**config.mk**
```make
export PLATFORM = sky130hd
export DESIGN_NAME = data_path_rf
export DESIGN_NICKNAME = d
export VERILOG_FILES = /design/src/rtl/data_path_rf_pkg.sv /design/src/rtl/data_path_rf_seq_multiplier.sv /design/src/rtl/data_path_rf.sv
export SDC_FILE = /design/constraint.sdc
export NUM_CORES = 1
export LEC_CHECK = 0
export ABC_AREA = 1
export CAP_MARGIN = 20
export CORE_MARGIN = 2
export CORE_UTILIZATION = 27
export DETAILED_ROUTE_END_ITERATION = 6
export SLEW_MARGIN = 10
export SYNTH_ARGS = -nofsm -noshare
export SYNTH_HDL_FRONTEND = slang
export SYNTH_SLANG_ARGS = --single-unit
```
**constraint.sdc**
```tcl
create_clock -name clk -period 2.9 [get_ports clk]
set_input_delay 0.58 -clock clk [delete_from_list [all_inputs] [get_ports clk]]
set_output_delay 0.58 -clock clk [all_outputs]
set_load 0.01 [all_outputs]
```
**src/rtl/data_path_rf_pkg.sv**
```systemverilog
// Shared opcodes, widths and FSM state for the data_path_rf register-file datapath.
package dp_pkg;

  localparam int OP_W = 3;

  localparam logic [OP_W-1:0] OP_ADD = 3'd0;
  localparam logic [OP_W-1:0] OP_SUB = 3'd1;
  localparam logic [OP_W-1:0] OP_AND = 3'd2;
  localparam logic [OP_W-1:0] OP_OR  = 3'd3;
  localparam logic [OP_W-1:0] OP_XOR = 3'd4;
  localparam logic [OP_W-1:0] OP_SHL = 3'd5;
  localparam logic [OP_W-1:0] OP_SHR = 3'd6;
  localparam logic [OP_W-1:0] OP_MUL = 3'd7;

  typedef enum logic {IDLE, MUL} dp_state_t;

endpackage

```
**src/rtl/data_path_rf_seq_multiplier.sv**
```systemverilog
// seq_multiplier: unsigned shift-add multiplier, one partial product per cycle.
// Only present when DATA_PATH_MUL_EN is defined; done and product are valid during the final step.
`ifdef DATA_PATH_MUL_EN
module seq_multiplier #(
  parameter int BIT_WIDTH = 8
) (
  input  logic                   clk,
  input  logic                   rst_n,
  input  logic                   start,
  input  logic [BIT_WIDTH-1:0]   a,
  input  logic [BIT_WIDTH-1:0]   b,
  output logic                   busy,
  output logic                   done,
  output logic [2*BIT_WIDTH-1:0] product
);

  localparam int CNT_W = $clog2(BIT_WIDTH + 1);

  logic [2*BIT_WIDTH-1:0] r_mcand;
  logic [2*BIT_WIDTH-1:0] r_acc;
  logic [BIT_WIDTH-1:0]   r_mplier;
  logic [CNT_W-1:0]       r_count;
  logic                   r_busy;
  logic [2*BIT_WIDTH-1:0] w_accNext;
  logic                   w_lastStep;

  // The product is exposed combinationally so the final step's edge can commit it.
  assign w_accNext  = r_acc + (r_mplier[0] ? r_mcand : '0);
  assign w_lastStep = r_busy && (r_count == CNT_W'(1));
  assign busy       = r_busy;
  assign done       = w_lastStep;
  assign product    = w_accNext;

  always_ff @(posedge clk) begin
    if (!rst_n) begin
      r_mcand  <= '0;
      r_acc    <= '0;
      r_mplier <= '0;
      r_count  <= '0;
      r_busy   <= 1'b0;
    end else if (start && !r_busy) begin
      r_mcand  <= {{BIT_WIDTH{1'b0}}, a};
      r_acc    <= '0;
      r_mplier <= b;
      r_count  <= CNT_W'(BIT_WIDTH);
      r_busy   <= 1'b1;
    end else if (r_busy) begin
      r_acc    <= w_accNext;
      r_mcand  <= r_mcand << 1;
      r_mplier <= r_mplier >> 1;
      r_count  <= r_count - CNT_W'(1);
      if (w_lastStep) r_busy <= 1'b0;
    end
  end

endmodule
`endif

```
**src/rtl/data_path_rf.sv**
```systemverilog
// data_path_rf: register file, 8-op ALU with registered carry/zero, output register, valid/ready issue.
// Define DATA_PATH_MUL_EN to make opcode 7 an iterative multiply that stalls op_ready; otherwise it is PASS_B.
module data_path_rf
  import dp_pkg::*;
#(
  parameter int BIT_WIDTH = 8,
  parameter int REG_COUNT = 4,
  parameter int ADDR_W    = $clog2(REG_COUNT)
) (
  input  logic                 clk,
  input  logic                 rst_n,
  input  logic                 op_valid,
  output logic                 op_ready,
  input  logic [OP_W-1:0]      op_code,
  input  logic                 sel_in,
  input  logic [ADDR_W-1:0]    addr_a,
  input  logic [ADDR_W-1:0]    addr_b,
  input  logic [ADDR_W-1:0]    addr_w,
  input  logic                 wr_en,
  input  logic                 out_en,
  input  logic [BIT_WIDTH-1:0] in_data,
  output logic [BIT_WIDTH-1:0] out,
  output logic                 cout,
  output logic                 zero
);

  logic [BIT_WIDTH-1:0] r_rf [REG_COUNT];
  logic [BIT_WIDTH-1:0] r_out;
  logic                 r_cout;
  logic                 r_zero;

  logic [BIT_WIDTH-1:0] w_a;
  logic [BIT_WIDTH-1:0] w_b;
  logic [BIT_WIDTH:0]   w_sum;
  logic [BIT_WIDTH:0]   w_diff;
  logic [BIT_WIDTH-1:0] w_aluRes;
  logic                 w_aluCarry;
  logic                 w_accept;
  logic                 w_single;
  logic                 w_mulStart;
  logic                 w_mulDone;
  logic                 w_mulWrEn;
  logic [ADDR_W-1:0]    w_mulAddr;
  logic [BIT_WIDTH-1:0] w_mulLow;
  logic                 w_mulCarry;

  assign w_a    = r_rf[addr_a];
  assign w_b    = r_rf[addr_b];
  assign w_sum  = {1'b0, w_a} + {1'b0, w_b};
  assign w_diff = {1'b0, w_a} + {1'b0, ~w_b} + {{BIT_WIDTH{1'b0}}, 1'b1};

  always_comb begin
    w_aluRes   = '0;
    w_aluCarry = 1'b0;
    case (op_code)
      OP_ADD: {w_aluCarry, w_aluRes} = w_sum;
      OP_SUB: {w_aluCarry, w_aluRes} = w_diff;
      OP_AND: w_aluRes = w_a & w_b;
      OP_OR:  w_aluRes = w_a | w_b;
      OP_XOR: w_aluRes = w_a ^ w_b;
      OP_SHL: begin
        w_aluRes   = {w_a[BIT_WIDTH-2:0], 1'b0};
        w_aluCarry = w_a[BIT_WIDTH-1];
      end
      OP_SHR: begin
        w_aluRes   = {1'b0, w_a[BIT_WIDTH-1:1]};
        w_aluCarry = w_a[0];
      end
      default: begin
`ifndef DATA_PATH_MUL_EN
        w_aluRes = w_b;
`endif
      end
    endcase
  end

`ifdef DATA_PATH_MUL_EN
  dp_state_t              r_state;
  dp_state_t              w_nextState;
  logic [ADDR_W-1:0]      r_mulAddr;
  logic                   r_mulWrEn;
  logic                   w_mulBusy;
  logic [2*BIT_WIDTH-1:0] w_product;

  assign w_mulStart = w_accept && !sel_in && (op_code == OP_MUL);
  assign op_ready   = rst_n && (r_state == IDLE) && !w_mulBusy;

  always_ff @(posedge clk) begin
    if (!rst_n) r_state <= IDLE;
    else        r_state <= w_nextState;
  end

  always_comb begin
    w_nextState = r_state;
    case (r_state)
      IDLE:    if (w_mulStart) w_nextState = MUL;
      MUL:     if (w_mulDone)  w_nextState = IDLE;
      default: w_nextState = IDLE;
    endcase
  end

  // Destination is captured at accept so the handshake inputs are free while the multiply runs.
  always_ff @(posedge clk) begin
    if (!rst_n) begin
      r_mulAddr <= '0;
      r_mulWrEn <= 1'b0;
    end else if (w_mulStart) begin
      r_mulAddr <= addr_w;
      r_mulWrEn <= wr_en;
    end
  end

  seq_multiplier #(.BIT_WIDTH(BIT_WIDTH)) u_mul (
    .clk     (clk),
    .rst_n   (rst_n),
    .start   (w_mulStart),
    .a       (w_a),
    .b       (w_b),
    .busy    (w_mulBusy),
    .done    (w_mulDone),
    .product (w_product)
  );

  assign w_mulAddr  = r_mulAddr;
  assign w_mulWrEn  = r_mulWrEn;
  assign w_mulLow   = w_product[BIT_WIDTH-1:0];
  assign w_mulCarry = |w_product[2*BIT_WIDTH-1:BIT_WIDTH];
`else
  assign w_mulStart = 1'b0;
  assign w_mulDone  = 1'b0;
  assign w_mulWrEn  = 1'b0;
  assign w_mulAddr  = '0;
  assign w_mulLow   = '0;
  assign w_mulCarry = 1'b0;
  assign op_ready   = rst_n;
`endif

  assign w_accept = op_valid && op_ready;
  assign w_single = w_accept && !w_mulStart;

  always_ff @(posedge clk) begin
    if (!rst_n) begin
      for (int i = 0; i < REG_COUNT; i++) r_rf[i] <= '0;
    end else if (w_single && wr_en) begin
      r_rf[addr_w] <= sel_in ? in_data : w_aluRes;
    end else if (w_mulDone && w_mulWrEn) begin
      r_rf[w_mulAddr] <= w_mulLow;
    end
  end

  // Loading from in_data leaves the flags alone; only ALU results update them.
  always_ff @(posedge clk) begin
    if (!rst_n) begin
      r_out  <= '0;
      r_cout <= 1'b0;
      r_zero <= 1'b0;
    end else begin
      if (w_accept && out_en) r_out <= w_a;
      if (w_single && !sel_in) begin
        r_cout <= w_aluCarry;
        r_zero <= (w_aluRes == '0);
      end else if (w_mulDone) begin
        r_cout <= w_mulCarry;
        r_zero <= (w_mulLow == '0);
      end
    end
  end

  assign out  = r_out;
  assign cout = r_cout;
  assign zero = r_zero;

endmodule

```
After elaboration in Yosys (flattened, before gate mapping)

Memories as Yosys holds them, arrays and structs flattened.
Cells that the tools add are included.

Register bits: 10
Latch bits: 0
Bits in writable memories: 32
ROM bits: 0
Bits of input ports: 23
Output and inout bits: 11
Word-level logic and storage cells: 35
Memories: 1

Memories:

| memory | words | width | read ports | clocked after Yosys merged registers in | wr ports | line               | text |
|---|---|---|---|---|---|---|---|
| r_rf   | 4     | 8     | 2          | 0                                       | 4        | data_path_rf.sv:27 | `logic [BIT_WIDTH-1:0] r_rf [REG_COUNT];` |

Add/subtract/negate cells: 3
Multiply operators: 0
Div/mod/pow operators: 0
$lt $le $gt $ge: 0
Equality and inequality tests: 6
Shift operators: 0
Mux-type cells: 10
Bitwise operators: 4
Reduce and logical (&&, ||, !) cells: 8

Operator list:

| cell                                          | number |
|---|---|
| one-hot mux 8 bit (7 select lines)            | 1 |
| adder 8 x 8 -> 9 bit                          | 2 |
| 2-to-1 mux 8 bit                              | 2 |
| adder 9 x 1 -> 9 bit, second input constant   | 1 |
| == test 3 bit, second input constant          | 3 |
| bitwise AND 8 bit                             | 1 |
| logical NOT 8 bit                             | 1 |
| inverter 8 bit                                | 1 |
| OR 8 bit                                      | 1 |
| OR reduction 8 bit                            | 1 |
| bitwise XOR 8 bit                             | 1 |
| == test 3 x 2 -> 1 bit, second input constant | 2 |
| 2-to-1 mux 1 bit                              | 5 |
| logical AND 1 bit                             | 4 |
| one-hot mux 1 bit (4 select lines)            | 1 |
| == test 3 x 1 -> 1 bit, second input constant | 1 |
| logical NOT 3 bit                             | 1 |
| 2-to-1 mux 2 bit                              | 1 |
| logical NOT 1 bit                             | 1 |

Logic depth before layout (Yosys ltp)

Gate-level depths: netlist of run 1.

Word-level depth: 7
Mapped depth: 22

Worst setup path after synthesis of run 1

Ideal clock, no wire load.

Path type: in2reg
From: in addr_b[0]
To: mem r_rf[1][7], data pin
Setup time: 0.261 ns
Arrival: 2.529 ns
Required time: 2.639 ns
Setup slack: 0.109 ns
Stages on the path: 17
Path buffers: 2
Path through: buf_2 inv_2 buf_4 nand2_1 a32oi_1 inv_1 ha_1 nand2_1 inv_1 a21oi_1 nand3_1 nand3_1 nand3_1 a21oi_1 nor2_1 nand2_1 nor2_1

RTL lines:

| what        | line               | text |
|---|---|---|
| from (decl) | data_path_rf.sv:17 | `input logic [ADDR_W-1:0] addr_b,` |
| to (decl)   | data_path_rf.sv:27 |  |

==> results.toml, run 1 <==
[outcome]
outcome = "finished clean"

[worst_setup_path]
worst_ep_arrival_time_ps = 2780
worst_setup_path_start_kind = "input port"
crit_family = "buffers and inverters"
cp.required_ps = 2940
endpoint_kind = "flop"
path_cells = "clkbuf_2 -> clkinvlp_4 -> buf_4 -> nand3_1 -> nand2_1 -> buf_4 -> buf_4 -> ha_1 -> inv_1 -> nand2_1 -> a21oi_2 -> nand3_1 -> nand3_1 -> nand3_2 -> a21oi_1 -> nor2_1 -> nand2_1 -> nor2_1"
max_stage_delay_ps = 200
path_class = "in -> reg"
crit_fanout = 5
slowest_stage = "clkbuf_2"
critPathBufInv = 6

[timing]
rsz0062_at_grt = "no"
maxSlewViolCount = 0
timing.final.ws_setup_ps = 158
setup_viol = 0
slew_headroom = 0.695
finalCriticalPeriod_ps = 2740
worstMarginPinSlew_ps = 457
hold_violations = 0
fmax_ghz = 0.365
post-route-period-util = 0.946
whs_ps = 531
fin_worst_skew_ps = 3.64

[synthesis]
synth_mux_area_frac = 0
yosysUniqueCellTypes = 34
synth-seq-cells = 42
ys_top_cells_by_area = "edfxtp_1 27%, nand2_1 17%, nand3_1 9.3%"
synth_cells = 529
synth_compound_area_frac = 0.0975
syn_area_per_cell_sq_um = 6.72
ys_warn_count = 0
ys_async_sr_fraction = 0
synth_ff_type = "edfxtp_1"
synth_edf_count = 32
yosys-top-cells-count = "161 x nand2_1, 66 x nand3_1, 64 x nor2_1"
synthAdderAreaFrac = 0.0992
synth_xor_area_frac = 0
synth_top_family_by_area = "simple AND/OR/NAND/NOR gates"
syn-num-nets = 579
synth_most_common_cell = "nand2_1"
ys_seq_area_frac = 0.327
syn_area_sq_um = 3560
yosys.area.top_type = "edfxtp_1"
synth_top_cell_area_share = 0.270
yosys.area_share.simple = 0.372

[job]
cap_violations = 0

[power_and_ir_drop]
p_sw_w = 0.000660
max-vdd-ir-drop_v = 0.000323
seqPwrFrac = 0.347
p_sw_frac = 0.331
p_total_w = 0.00199
combPwrFrac = 0.392
p_leak_nw = 2.38
power.density_nw_per_um2 = 391
p_clk_frac = 0.262
internal-power_w = 0.00133

[global_routing]
grt_pass1_vias = 3829
grt_max_degree = 17
antenna_found_initial = 0
grt_usage = 0.164
grt_pass1_wl_microns = 18600
grt.overflow.total = 0

[min_path]
hp-class = "reg -> reg"

[finish]
multi_input_area_sq_um = 2240
fillers = 1355
diodes = 0
seq_area_sq_um = 1160
area_growth_pct = 43.6
utilization = 0.401
nets = 699
fin_cells = 822
drive_gt1_frac = 0.275

[detailed_routing]
routed_via_density = 4.64
wl_met1_microns = 4890
drtIter0Drc = 188
vias = 3814
route.met2.wl_microns = 5950
route.met3.wl_microns = 394
drtPass1Iterations = 7
topRoutingLayerUsed = "met4"
ant_nets = 0
drc = 0
post_drt_wl_per_cell_microns = 14.0
routed_wl_microns = 11500

[clocking]
cts_root_buffer = "clkbuf_16"
clock_path_buffers = 2
clock_latency_ps = 290
cts_tree = "done"
cts_inserted_buffers = 5
htreeDepth = 2
clkTransAtPathRegs_ps = 60
clock_sinks = 42

[floorplanning]
die_x_microns = 119
initial_core_util = 0.280
io_pins = 34
core_area_sq_um = 12700
num_rows = 41
die-area_sq_um = 14100
fp.dieH_microns = 119

[placed_design]
dp_hpwl_microns = 9290
place_inst = 803
place_ws_ps = -659
portBuffers = 33
place_congestion = 0.918
## state kept, by name (all words and copies together) (netlist names)
signal,flops
cout,1
r_rf,32
out,8
zero,1
## power by group through the flow
stage | clock network, W | logic (W) | registers, W
3_5_place_dp | 0 | 0.000681 | 0.000704
3_3_place_gp | 0 | 0.000675 | 0.000704
4_1_cts | 0.000531 | 0.000719 | 0.000691
6_report | 0.000522 | 0.000781 | 0.000691
5_1_grt | 0.000553 | 0.000861 | 0.000695
2_1_floorplan | 0 | 0.000366 | 0.000702
## path summary, 6_finish.rpt
path,startpoint,endpoint,slack (ps),depth (start not counted)
worst max-delay path,addr_b[1],r_rf[1][7]$_SDFFCE_PN0P_,160,18
worst min-delay path,zero$_SDFFE_PN0P_,zero$_SDFFE_PN0P_,530,2
worst max register to register,r_rf[2][1]$_SDFFCE_PN0P_,r_rf[1][7]$_SDFFCE_PN0P_,380,17
worst min register to register,zero$_SDFFE_PN0P_,zero$_SDFFE_PN0P_,530,2
## area by class of cell
cell class                 count  share of cell area
tap                          172              0.0421
clock buffer                   5              0.0245
multi-input combinational    400               0.438
timing repair buffer         127               0.208
sequential                    42               0.227
clock inverter                 3             0.00221
inverter                      71              0.0556
timing repair inverter         2             0.00270
## placed cells by master (no fill, tap or decap), types with 2 or more instances in the layout
cell type        instances
nand2_1                153
buf_4                   86
nor2_1                  61
nand3_1                 59
inv_1                   48
edfxtp_1                32
clkdlybuf4s50_1         29
a21oi_1                 20
inv_2                   18
o21ai_0                 18
ha_1                    18
nand2_2                 12
dfxtp_1                 10
nand4_1                  8
nand3_2                  7
a21oi_2                  6
ha_4                     6
inv_4                    5
nor2_2                   5
clkbuf_16                5
buf_2                    4
o22ai_1                  3
o211ai_1                 3
clkinv_1                 3
buf_12                   3
buf_6                    3
and2_4                   2
o21bai_2                 2
fa_2                     2
clkbuf_2                 2
## cell families after synthesis
group / after synthesis
AOI/OAI and AO/OA: 60
adders and majority gates: 27
buffers and inverters: 87
DFF: 42
and+or+nand+nor: 313
## worst register-to-register path, cell delays in order, from the launching register on
cell	delay [ps]
edfxtp_1	400
nand2_1	90
nand3_1	110
nand2_2	140
inv_1	120
buf_4	150
ha_1	210
nor2_1	90
nand2_1	110
nand3_1	140
nand2_1	80
nand2_1	60
nand3_1	80
nand3_2	110
a21oi_1	60
nor2_1	180
nand2_1	140
nor2_1	120
## through the flow
stage               TNS (ps)  instance area [sq um]
floorplan                  0                   3560
global placement      -16100                   4680
detailed placement    -16800                   4680
CTS                        0                   4930
global route               0                   5110
finish                     0                   5110
## per-layer routing
metal / GRT usage / up-vias
li1: - / 1951
met5: 0 / -
met3: 0.0212 / 20
met2: 0.297 / 82
met4: 0.0610 / 0
met1: 0.197 / 1761
## timing repair
| action | CTS | global route |
|---|---|---|
| endpoints found under the setup margin | 30 | 26 |
| hold buffers | 0 | 0 |
| gates resized for setup | 35 | 45 |
| hold endpoints to repair | 0 | 0 |
| pin swaps | 7 | 22 |
| cloned | 1 | 3 |
| setup buffers | 2 | 5 |
(Power assumes the default switching activity.)
==> inputs of run 2 (changes only) <==
Settings changed: CAP_MARGIN 20 to unset.
==> results of run 2 <==
No change in the layout: final DEF, timing and power equal those of run 1.
==> inputs of run 3 (changes only) <==
Settings changed: ABC_AREA 1 to unset, MAX_ROUTING_LAYER set to met4.
==> run 3 against run 2 <==
The flow now finishes with violations (setup timing); critical path depth down 6; sequential cell count unchanged; die area up 0.72%; wire length up 5.9%; setup slack worse by 340 ps; non-clock buffer count up 21; clock skew down 1.1 ps; count of clock-buffer cells in the layout up 1; critical path type unchanged.
==> results.toml, run 3 <==
[worst_setup_path]
reg2reg_to = "r_rf[2][7]$_SDFFCE_PN0P_"
worst_ep_arrival_time_ps = 3110
worst_r2r_path_depth = 11
crit_top_cell = "mux2i_1"
endpoint_kind = "flop"
path_class = "in -> reg"
r2r_slack_ps = -160
r2r-start = "r_rf[0][0]$_SDFFCE_PN0P_"
cp.required_ps = 2920
worst_setup_path_start_kind = "input port"
path_cells = "buf_12 -> mux4_2 -> ha_4 -> buf_6 -> a21oi_4 -> o2111ai_4 -> o31ai_2 -> mux2i_1 -> a41oi_2 -> mux2i_1 -> buf_4 -> nor2_1"
slowest_stage = "mux4_2"
max_stage_delay_ps = 570
crit_fanout = 8

[clocking]
cts_tree = "done"
clock_sinks = 42
ctsHoldBuffers = 0
clock_path_buffers = 2
htreeDepth = 2
cts_root_buffer = "clkbuf_16"
clkTransAtPathRegs_ps = 60
cts_inserted_buffers = 5
clock_latency_ps = 280

[floorplanning]
fp.dieH_microns = 119
die_x_microns = 119
die-area_sq_um = 14200
initial_core_util = 0.274
core_area_sq_um = 13100
num_rows = 42
io_pins = 34

[synthesis]
synth_mux_area_frac = 0.133
syn_area_sq_um = 3580
yosysUniqueCellTypes = 65
synth_ff_type = "edfxtp_1"
synth_top_cell_area_share = 0.268
synth_edf_count = 32
yosys.area.top_type = "edfxtp_1"
syn-num-nets = 450
ys_top_cells_by_area = "edfxtp_1 27%, ha_1 8.7%, mux4_2 6.3%"
synth_xor_area_frac = 0.00733
synth_compound_area_frac = 0.187
syn_area_per_cell_sq_um = 8.96
synthAdderAreaFrac = 0.0985
ys_warn_count = 0
yosys.area_share.simple = 0.183
ys_seq_area_frac = 0.324
synth_top_family_by_area = "compound AO/OA/AOI/OAI gates"
synth-seq-cells = 42
synth_cells = 400
ys_async_sr_fraction = 0
synth_most_common_cell = "nor2_1"
yosys-top-cells-count = "49 x nor2_1, 35 x inv_1, 32 x edfxtp_1"

[detailed_routing]
vias = 3565
ant_nets = 0
drtIter0Drc = 175
post_drt_wl_per_cell_microns = 17.2
routed_via_density = 5.03
drc = 0
drtPass1Iterations = 5
routed_wl_microns = 12200

[placed_design]
dp_hpwl_microns = 9100
place_ws_ps = -1040
placed_cell_area_sq_um = 4860
place_congestion = 0.884
portBuffers = 33

[finish]
fin_area_sq_um = 5700
drive_gt1_frac = 0.439
final_cell_mix = "97 x buf_4, 42 x nor2_1, 32 x edfxtp_1, 29 x clkdlybuf4s50_1, 27 x nand2_1"
final_common_cell = "buf_4"
largest_reg_flops = 32
diodes = 0
top_register = "r_rf"
area_growth_pct = 59.1
nets = 582

[global_routing]
grt_pass1_vias = 3646
grt_usage = 0.175
antenna_found_initial = 0
grt_max_degree = 26
grt.overflow.total = 0
grt_pass1_wl_microns = 18900

[job]
cap_violations = 0

[timing]
fin_worst_skew_ps = 2.56
fmax_ghz = 0.324
hold_violations = 0
post-route-period-util = 1.06
finalCriticalPeriod_ps = 3080
worstMarginPinSlew_ps = 664
setup_viol = 23
rsz0062_at_grt = "yes"
maxSlewViolCount = 0
slew_headroom = 0.556
timing.final.ws_setup_ps = -182

[power_and_ir_drop]
p_leak_nw = 2.22
power.density_nw_per_um2 = 416
max-vdd-ir-drop_v = 0.000212
p_total_w = 0.00237

[min_path]
whs_endpoint = "out[3]$_SDFFE_PN0P_"
min-delay-start = "out[3]$_SDFFE_PN0P_"
min_path_cells = 2
hp-class = "reg -> reg"

[outcome]
outcome = "finished, violations left"
violations = "setup timing"
## run 3: worst max-delay path by stage
stage,start,endpoint,slack [ps]
3_5_place_dp,addr_a[1],r_rf[2][6]$_SDFFCE_PN0P_,-1040
4_1_cts,addr_a[0],r_rf[2][6]$_SDFFCE_PN0P_,-160
6_report,addr_a[0],r_rf[2][7]$_SDFFCE_PN0P_,-180
5_1_grt,addr_b[0],r_rf[2][6]$_SDFFCE_PN0P_,-250
2_1_floorplan,addr_a[0],r_rf[0][6]$_SDFFCE_PN0P_,-310
3_3_place_gp,addr_b[0],r_rf[0][7]$_SDFFCE_PN0P_,-1010
## run 3: cell type report
| type | instances | area [sq um] |
|---|---|---|
| Sequential cell | 42 | 1160 |
| Fill cell | 1248 | 7380 |
| Inverter | 36 | 141 |
| Timing Repair Buffer | 148 | 1290 |
| Clock inverter | 2 | 37.5 |
| Multi-Input combinational cell | 299 | 2720 |
| Tap cell | 176 | 220 |
| Clock buffer | 6 | 129 |
## run 3: cell families after synthesis
kind of cell	Yosys count
buffers and inverters	59
flip-flops	42
AO/OA/AOI/OAI	101
AND/OR/NAND/NOR	138
XOR/XNOR	3
multiplexers	30
adder cells (fa/ha/maj)	27
## run 3: critical path: cells and delay by family
| kind | cells | cell delay, ps |
|---|---|---|
| fa+ha+maj | 1 | 200 |
| compound gates | 4 | 820 |
| simple gates | 1 | 40 |
| buf+inv | 3 | 410 |
| mux | 3 | 1040 |
## run 3: power by group
group | leakage (nW) | switching, W | internal, W
clock | 0.0771 | 0.000227 | 0.000406
sequential | 0.412 | 0.0000136 | 0.000676
combinational | 1.73 | 0.000522 | 0.000528
total | 2.22 | 0.000763 | 0.00161
## run 3: repair_timing
item / 4_1_cts / 5_1_grt
endpoints found under the setup margin: 34 / 30
buffers inserted: 13 / 10
pin swaps: 45 / 37
cloned: 0 / 1
gates resized for setup: 82 / 46
## run 3: layer usage
metal,vias up,track usage,share of wire
li1,1716,-,-
met1,1742,0.203,0.42
met2,84,0.313,0.52
met3,23,0.0201,0.034
met4,0,0.0618,0.028
met5,-,-,0
## run 3: per-stage QoR
stage               instances   util  hold slack (ps)  TNS (ps)
finish                    709  0.436              476     -2060
global route              709  0.436              518     -4640
CTS                       701  0.415              481     -2620
detailed placement        680  0.371              468    -29790
global placement          680  0.371              464    -28450
floorplan                 400      -              498     -2810
